==> config.mk <==
export PLATFORM = sky130hd
export DESIGN_NAME = imem_loader_ctrl
export DESIGN_NICKNAME = d
export VERILOG_FILES = /design/src/rtl/imem_loader_ctrl.sv
export SDC_FILE = /design/constraint.sdc
export NUM_CORES = 1
export LEC_CHECK = 0
export ABC_AREA = 0
export BUFFER_PORTS_ARGS = -buffer_cell sky130_fd_sc_hd__buf_2
export CAP_MARGIN = 10
export CELL_PAD_IN_SITES_DETAIL_PLACEMENT = 1
export CELL_PAD_IN_SITES_GLOBAL_PLACEMENT = 2
export CORE_ASPECT_RATIO = 1.75
export CORE_MARGIN = 2
export CORE_UTILIZATION = 33
export CTS_CLUSTER_DIAMETER = 30
export DETAILED_ROUTE_END_ITERATION = 6
export GPL_ROUTABILITY_DRIVEN = 1
export PLACE_DENSITY_LB_ADDON = 0.08
export SLEW_MARGIN = 20
export SYNTH_ARGS = -nofsm -noshare
export SYNTH_HDL_FRONTEND = slang
export SYNTH_SLANG_ARGS = --single-unit
==> constraint.sdc <==
create_clock -name clk -period 2.8 [get_ports clk]
set_clock_uncertainty 0.15 [all_clocks]
set_input_delay 0 -clock clk [delete_from_list [all_inputs] [get_ports clk]]
set_output_delay 0 -clock clk [all_outputs]
set_load 0.1 [all_outputs]
==> src/rtl/imem_loader_ctrl.sv <==
// Instruction-memory loader front end: debounced keys load DIP words into consecutive addresses and
// step or auto-run a program counter over the loaded region; drives memory port, LEDs and 7-seg.
module imem_loader_ctrl #(
   parameter int ADDR_W          = 8,
   parameter int DATA_W          = 16,
   parameter int DEBOUNCE_CYCLES = 250000,
   parameter int RUN_DIV         = 5000000,
   parameter bit WRAP_PC         = 1'b1
) (
   input  logic              clk,
   input  logic              rst_n,
   input  logic [DATA_W-1:0] dip,
   input  logic [4:0]        key,
   input  logic              run,
   output logic [ADDR_W-1:0] mem_addr,
   output logic [DATA_W-1:0] mem_din,
   output logic              mem_we,
   input  logic [DATA_W-1:0] mem_dout,
   output logic [DATA_W-1:0] led,
   output logic [12:0]       sevenseg,
   output logic              full
);

   localparam int DB_W = $clog2(DEBOUNCE_CYCLES);
   localparam int RD_W = $clog2(RUN_DIV) + 1;
   localparam logic [DB_W-1:0] DB_LAST = DB_W'(DEBOUNCE_CYCLES - 1);
   localparam logic [RD_W-1:0] RD_LAST = RD_W'(RUN_DIV - 1);
   localparam logic [ADDR_W-1:0] ADDR_LAST = {ADDR_W{1'b1}};

   // key synchroniser, debouncer and press detector
   logic [4:0]      sync1_q, sync2_q;
   logic [4:0]      deb_q, deb_d;
   logic [3:0]      deb_prev_q;
   logic [DB_W-1:0] db_cnt_q [5];
   logic [DB_W-1:0] db_cnt_d [5];
   logic [3:0]      press;

   // datapath state
   logic [ADDR_W-1:0] eom_q, eom_d;
   logic [ADDR_W-1:0] pc_q, pc_d;
   logic              full_q, full_d;
   logic              mem_we_q, mem_we_d;
   logic [DATA_W-1:0] mem_din_q, mem_din_d;
   logic [RD_W-1:0]   run_cnt_q, run_cnt_d;

   logic [ADDR_W:0]   word_cnt;
   logic [ADDR_W:0]   last_pc;
   logic              empty;
   logic              pc_clr;
   logic              run_tick;
   logic              step_ev;

   always_comb begin
      deb_d = deb_q;
      for (int i = 0; i < 5; i++) begin
         db_cnt_d[i] = '0;
         if (sync2_q[i] != deb_q[i]) begin
            if (db_cnt_q[i] == DB_LAST) begin
               deb_d[i] = sync2_q[i];
            end else begin
               db_cnt_d[i] = db_cnt_q[i] + 1'b1;
            end
         end
      end
   end

   assign press = deb_q[3:0] & ~deb_prev_q;

   always_ff @(posedge clk or negedge rst_n) begin
      if (!rst_n) begin
         sync1_q    <= '0;
         sync2_q    <= '0;
         deb_q      <= '0;
         deb_prev_q <= '0;
         for (int i = 0; i < 5; i++) begin
            db_cnt_q[i] <= '0;
         end
      end else begin
         sync1_q    <= key;
         sync2_q    <= sync1_q;
         deb_q      <= deb_d;
         deb_prev_q <= deb_q[3:0];
         for (int i = 0; i < 5; i++) begin
            db_cnt_q[i] <= db_cnt_d[i];
         end
      end
   end

   // A full memory holds 2**ADDR_W words, one more than eom can express.
   assign word_cnt = full_q ? {1'b1, {ADDR_W{1'b0}}} : {1'b0, eom_q};
   assign last_pc  = word_cnt - 1'b1;
   assign empty    = (word_cnt == '0);
   assign pc_clr   = press[2] | press[3];
   assign run_tick = run && (run_cnt_q == RD_LAST);
   assign step_ev  = run ? run_tick : press[1];

   always_comb begin
      run_cnt_d = run_cnt_q + 1'b1;
      if (!run || pc_clr || run_tick) begin
         run_cnt_d = '0;
      end
   end

   always_comb begin
      pc_d = pc_q;
      if (pc_clr) begin
         pc_d = '0;
      end else if (step_ev) begin
         if (empty) begin
            pc_d = '0;
         end else if ({1'b0, pc_q} == last_pc) begin
            pc_d = WRAP_PC ? '0 : pc_q;
         end else begin
            pc_d = pc_q + 1'b1;
         end
      end
   end

   // Clearing eom drops a load pressed in the same cycle.
   always_comb begin
      mem_we_d  = press[0] & ~press[2] & ~full_q;
      mem_din_d = mem_we_d ? dip : mem_din_q;
      eom_d     = eom_q;
      full_d    = full_q;
      if (mem_we_q) begin
         if (eom_q == ADDR_LAST) begin
            full_d = 1'b1;
         end else begin
            eom_d = eom_q + 1'b1;
         end
      end
      if (press[2]) begin
         eom_d  = '0;
         full_d = 1'b0;
      end
   end

   always_ff @(posedge clk or negedge rst_n) begin
      if (!rst_n) begin
         eom_q     <= '0;
         pc_q      <= '0;
         full_q    <= 1'b0;
         mem_we_q  <= 1'b0;
         mem_din_q <= '0;
         run_cnt_q <= '0;
      end else begin
         eom_q     <= eom_d;
         pc_q      <= pc_d;
         full_q    <= full_d;
         mem_we_q  <= mem_we_d;
         mem_din_q <= mem_din_d;
         run_cnt_q <= run_cnt_d;
      end
   end

   assign mem_addr = mem_we_q ? eom_q : pc_q;
   assign mem_we   = mem_we_q;
   assign mem_din  = mem_din_q;
   assign led      = mem_dout;
   assign sevenseg = deb_q[4] ? 13'(pc_q) : 13'(eom_q);
   assign full     = full_q;

endmodule
==> impl_metrics.py <==
metrics = {
    "placement": {
        "place_area_sq_um": 8900,
        "dp_cells": 1205,
        "portBuffers": 57,
        "place.gp.congestion": 0.770,
        "dpl.hpwl_um": 14700,
        "place_ws_ps": -47.3,
    },
    "detailed_routing": {
        "ant_nets": 0,
        "wl_per_cell_um": 16.4,
        "via_per_inst": 5.01,
        "first_pass_iters": 4,
        "drt_iter0_markers": 211,
        "drcViolationCount": 0,
        "vias": 6414,
        "wl_um": 20900,
    },
    "final_layout": {
        "final_cell_mix": "dfrtp_1 (166), nor2_1 (145), nand2_1 (101), xor2_1 (68), buf_2 (56)",
        "fillCellCount": 2832,
        "fin_cells": 1280,
        "layout-drive-gt1-share": 0.169,
        "nets": 1005,
        "fin_area_sq_um": 10000,
        "antenna_cells": 0,
        "areaGrowthSynthToFinish_pct": 21.3,
        "layout_commonest_cell": "dfrtp_1",
    },
    "yosys": {
        "ys_seq_area_frac": 0.507,
        "async_reset_ff_frac": 1.00,
        "muxShareOfSynthArea": 0.0258,
        "syn_inst": 858,
        "synth_edf_count": 0,
        "synth_fa_ha_area_frac": 0.0137,
        "synth_compound_gate_area_share": 0.0407,
        "synth_ff_type": "dfrtp_1",
        "synth_area_leaders": "dfrtp_1 (51%), xor2_1 (7.2%), nor2_1 (6.6%)",
        "yosysUniqueCellTypes": 50,
        "yosysWarnings": 0,
        "synthXorXnorAreaFrac": 0.121,
        "syn-cell-area_sq_um": 8250,
        "synth_top_cell_area_share": 0.507,
        "syn_area_per_cell_sq_um": 9.61,
        "yosysTopAreaCell": "dfrtp_1",
        "synth_top_family_by_area": "simple AND/OR/NAND/NOR gates",
        "ys_seq_elements": 167,
        "yosys.area_share.simple": 0.248,
    },
    "global_route": {
        "grt_antenna_before_repair": 1,
        "grt-ovfl-total": 0,
        "grt_pass1_vias": 7015,
        "grt_usage": 0.170,
        "grt_pass1_wl_um": 34800,
        "grt_max_degree": 89,
    },
    "clocking": {
        "cts.sinks": 167,
        "cts_htree_levels": 4,
        "clk_latency_ps": 440,
        "clkSlewWorstSetupHoldPaths_ps": 60,
        "clockRootBuffer": "clkbuf_16",
        "cts_buffers": 17,
        "clk_path_buf_depth": 2,
        "cts_tree": "built",
    },
    "die": {
        "start_util": 0.335,
        "core_area_sq_um": 24600,
        "row_count": 76,
        "dieArea_sq_um": 26300,
        "die_h_um": 213,
        "die_w_um": 124,
        "pin_count": 95,
    },
    "sta": {
        "fin_crit_sh": 1.01,
        "hold_viol": 0,
        "fin_crit_ps": 2840,
        "fmax_mhz": 353,
        "final-max-slew-violation-count": 0,
        "rsz0062_at_grt": "yes",
        "setup_slack_ps": -35.3,
        "slew_headroom": 0.341,
        "tightest_slew_ps": 985,
        "finalSetupViolations": 1,
    },
    "run_status": {
        "status": "finished, violations left",
        "violations": "setup timing",
    },
    "pwr": {
        "powerDensity_nw_per_um2": 524,
        "vdd_drop_max_mv": 0.444,
        "p_leak_nw": 4.38,
    },
    "hold_path": {
        "min_path_type": "in -> async",
    },
    "run": {
        "max_cap_viol_count": 0,
    },
    "critical_path": {
        "worstPathRequired_ps": 3030,
        "cp-start-kind": "register",
        "crit_fanout": 5,
        "path_class": "reg -> reg",
        "critPathArrivalTime_ps": 3060,
        "end_kind": "register",
    },
}
Yosys cell counts (2+ instances only):
cell	number
a21o_1	8
a21oi_1	15
a221oi_1	2
and3_1	17
and4_1	4
buf_1	3
buf_2	3
buf_4	21
clkbuf_1	28
dfrtp_1	167
ha_1	9
inv_1	18
mux2_2	18
nand2_1	101
nand2b_1	10
nand3_1	55
nand3b_1	3
nand4_1	18
nor2_1	145
nor2b_1	4
nor3_1	11
nor3b_1	2
nor4_1	16
nor4b_1	4
nor4bb_1	3
o21ai_0	13
o31ai_1	2
or2_2	6
or3_1	10
or4_1	9
or4b_1	2
xnor2_1	46
xor2_1	68
timing repair:
| action | CTS | global route |
|---|---|---|
| hold buffers | 39 | 0 |
| gates resized for setup | 1 | 13 |
| cloned | 0 | 1 |
| hold endpoints to repair | 127 | 0 |
| setup endpoints to repair | 6 | 7 |
| pin swaps | 2 | 11 |
| setup buffers | 3 | 1 |
power breakdown:
part | leakage (nW) | internal, mW | switching (mW) | total (mW)
clock | 0.285 | 1.49 | 0.983 | 2.47
sequential | 2.18 | 2.44 | 0.0222 | 2.46
combinational | 1.91 | 0.0800 | 0.229 | 0.309
total | 4.38 | 4.01 | 1.23 | 5.24
sequential cells by signal, indices dropped and copies added (netlist names), 4 cells and up:
register and flops:
eom_q 8, deb_q 5, run_cnt_q 24, deb_prev_q 4, sync2_q 5, pc_q 8
sync1_q 5, mem_din 16, db_cnt_q 90
cells by family (layout without fill, tap and decap cells):
family / Yosys count / count (layout)
multiplexers: 19 / 19
AO/OA/AOI/OAI: 49 / 50
adder cells (fa/ha/maj): 9 / 9
buffers and inverters: 74 / 179
other: 1 / 5
flip-flops: 167 / 167
AND/OR/NAND/NOR: 425 / 425
XOR/XNOR: 114 / 114
per-layer routing:
metal,share of wire,GRT usage,vias up
met4,0.018,0.0556,0
met3,0.027,0.0355,28
met1,0.39,0.176,3254
li1,-,-,3044
met5,0,0,-
met2,0.57,0.330,88
path summary, 6_finish.rpt:
check	startpoint	to	slack (ps)	depth (start not counted)
worst max-delay path	run_cnt_q[16]	pc_q[2]	-40	8
worst min-delay path	rst_n	eom_q[7]	50	2
worst max register to register	run_cnt_q[16]	pc_q[2]	-40	8
worst min register to register	sync1_q[0]	sync2_q[0]	200	0
max in group asynchronous	rst_n	db_cnt_q[67]	1620	3
min in group clk	key[4]	sync1_q[4]	50	2
critical path, stage by stage (launching register included):
cell and delay, ps:
dfrtp_1 380, or4b_4 530, or4_4 450, nor4_4 210, buf_4 190, a211oi_4 90
or4b_4 550, a21oi_4 140, a21o_1 90
through the flow:
stage                     hold WS, ps   util  setup TNS (ps)  total power [mW]
final                            45.3  0.406           -35.3              5.24
after global routing             48.0  0.406            -244              5.46
after CTS                        15.6  0.403               0              5.34
after detailed placement         -149  0.361            -189              2.69
after global placement           -149  0.361           -14.2              2.68
after floorplan                  -446      -            -496              2.70
final cells by class:
| class | instances | area (sq um) | share of cell area |
|---|---|---|---|
| Inverter | 19 | 71.3 | 0.00713 |
| Sequential cell | 167 | 4180 | 0.418 |
| Clock inverter | 12 | 178 | 0.0178 |
| Timing Repair Buffer | 129 | 946 | 0.0945 |
| Multi-Input combinational cell | 622 | 3810 | 0.380 |
| Clock buffer | 19 | 433 | 0.0433 |
| Tap cell | 312 | 390 | 0.0390 |
Note: power is estimated with default switching activity, not from simulation.
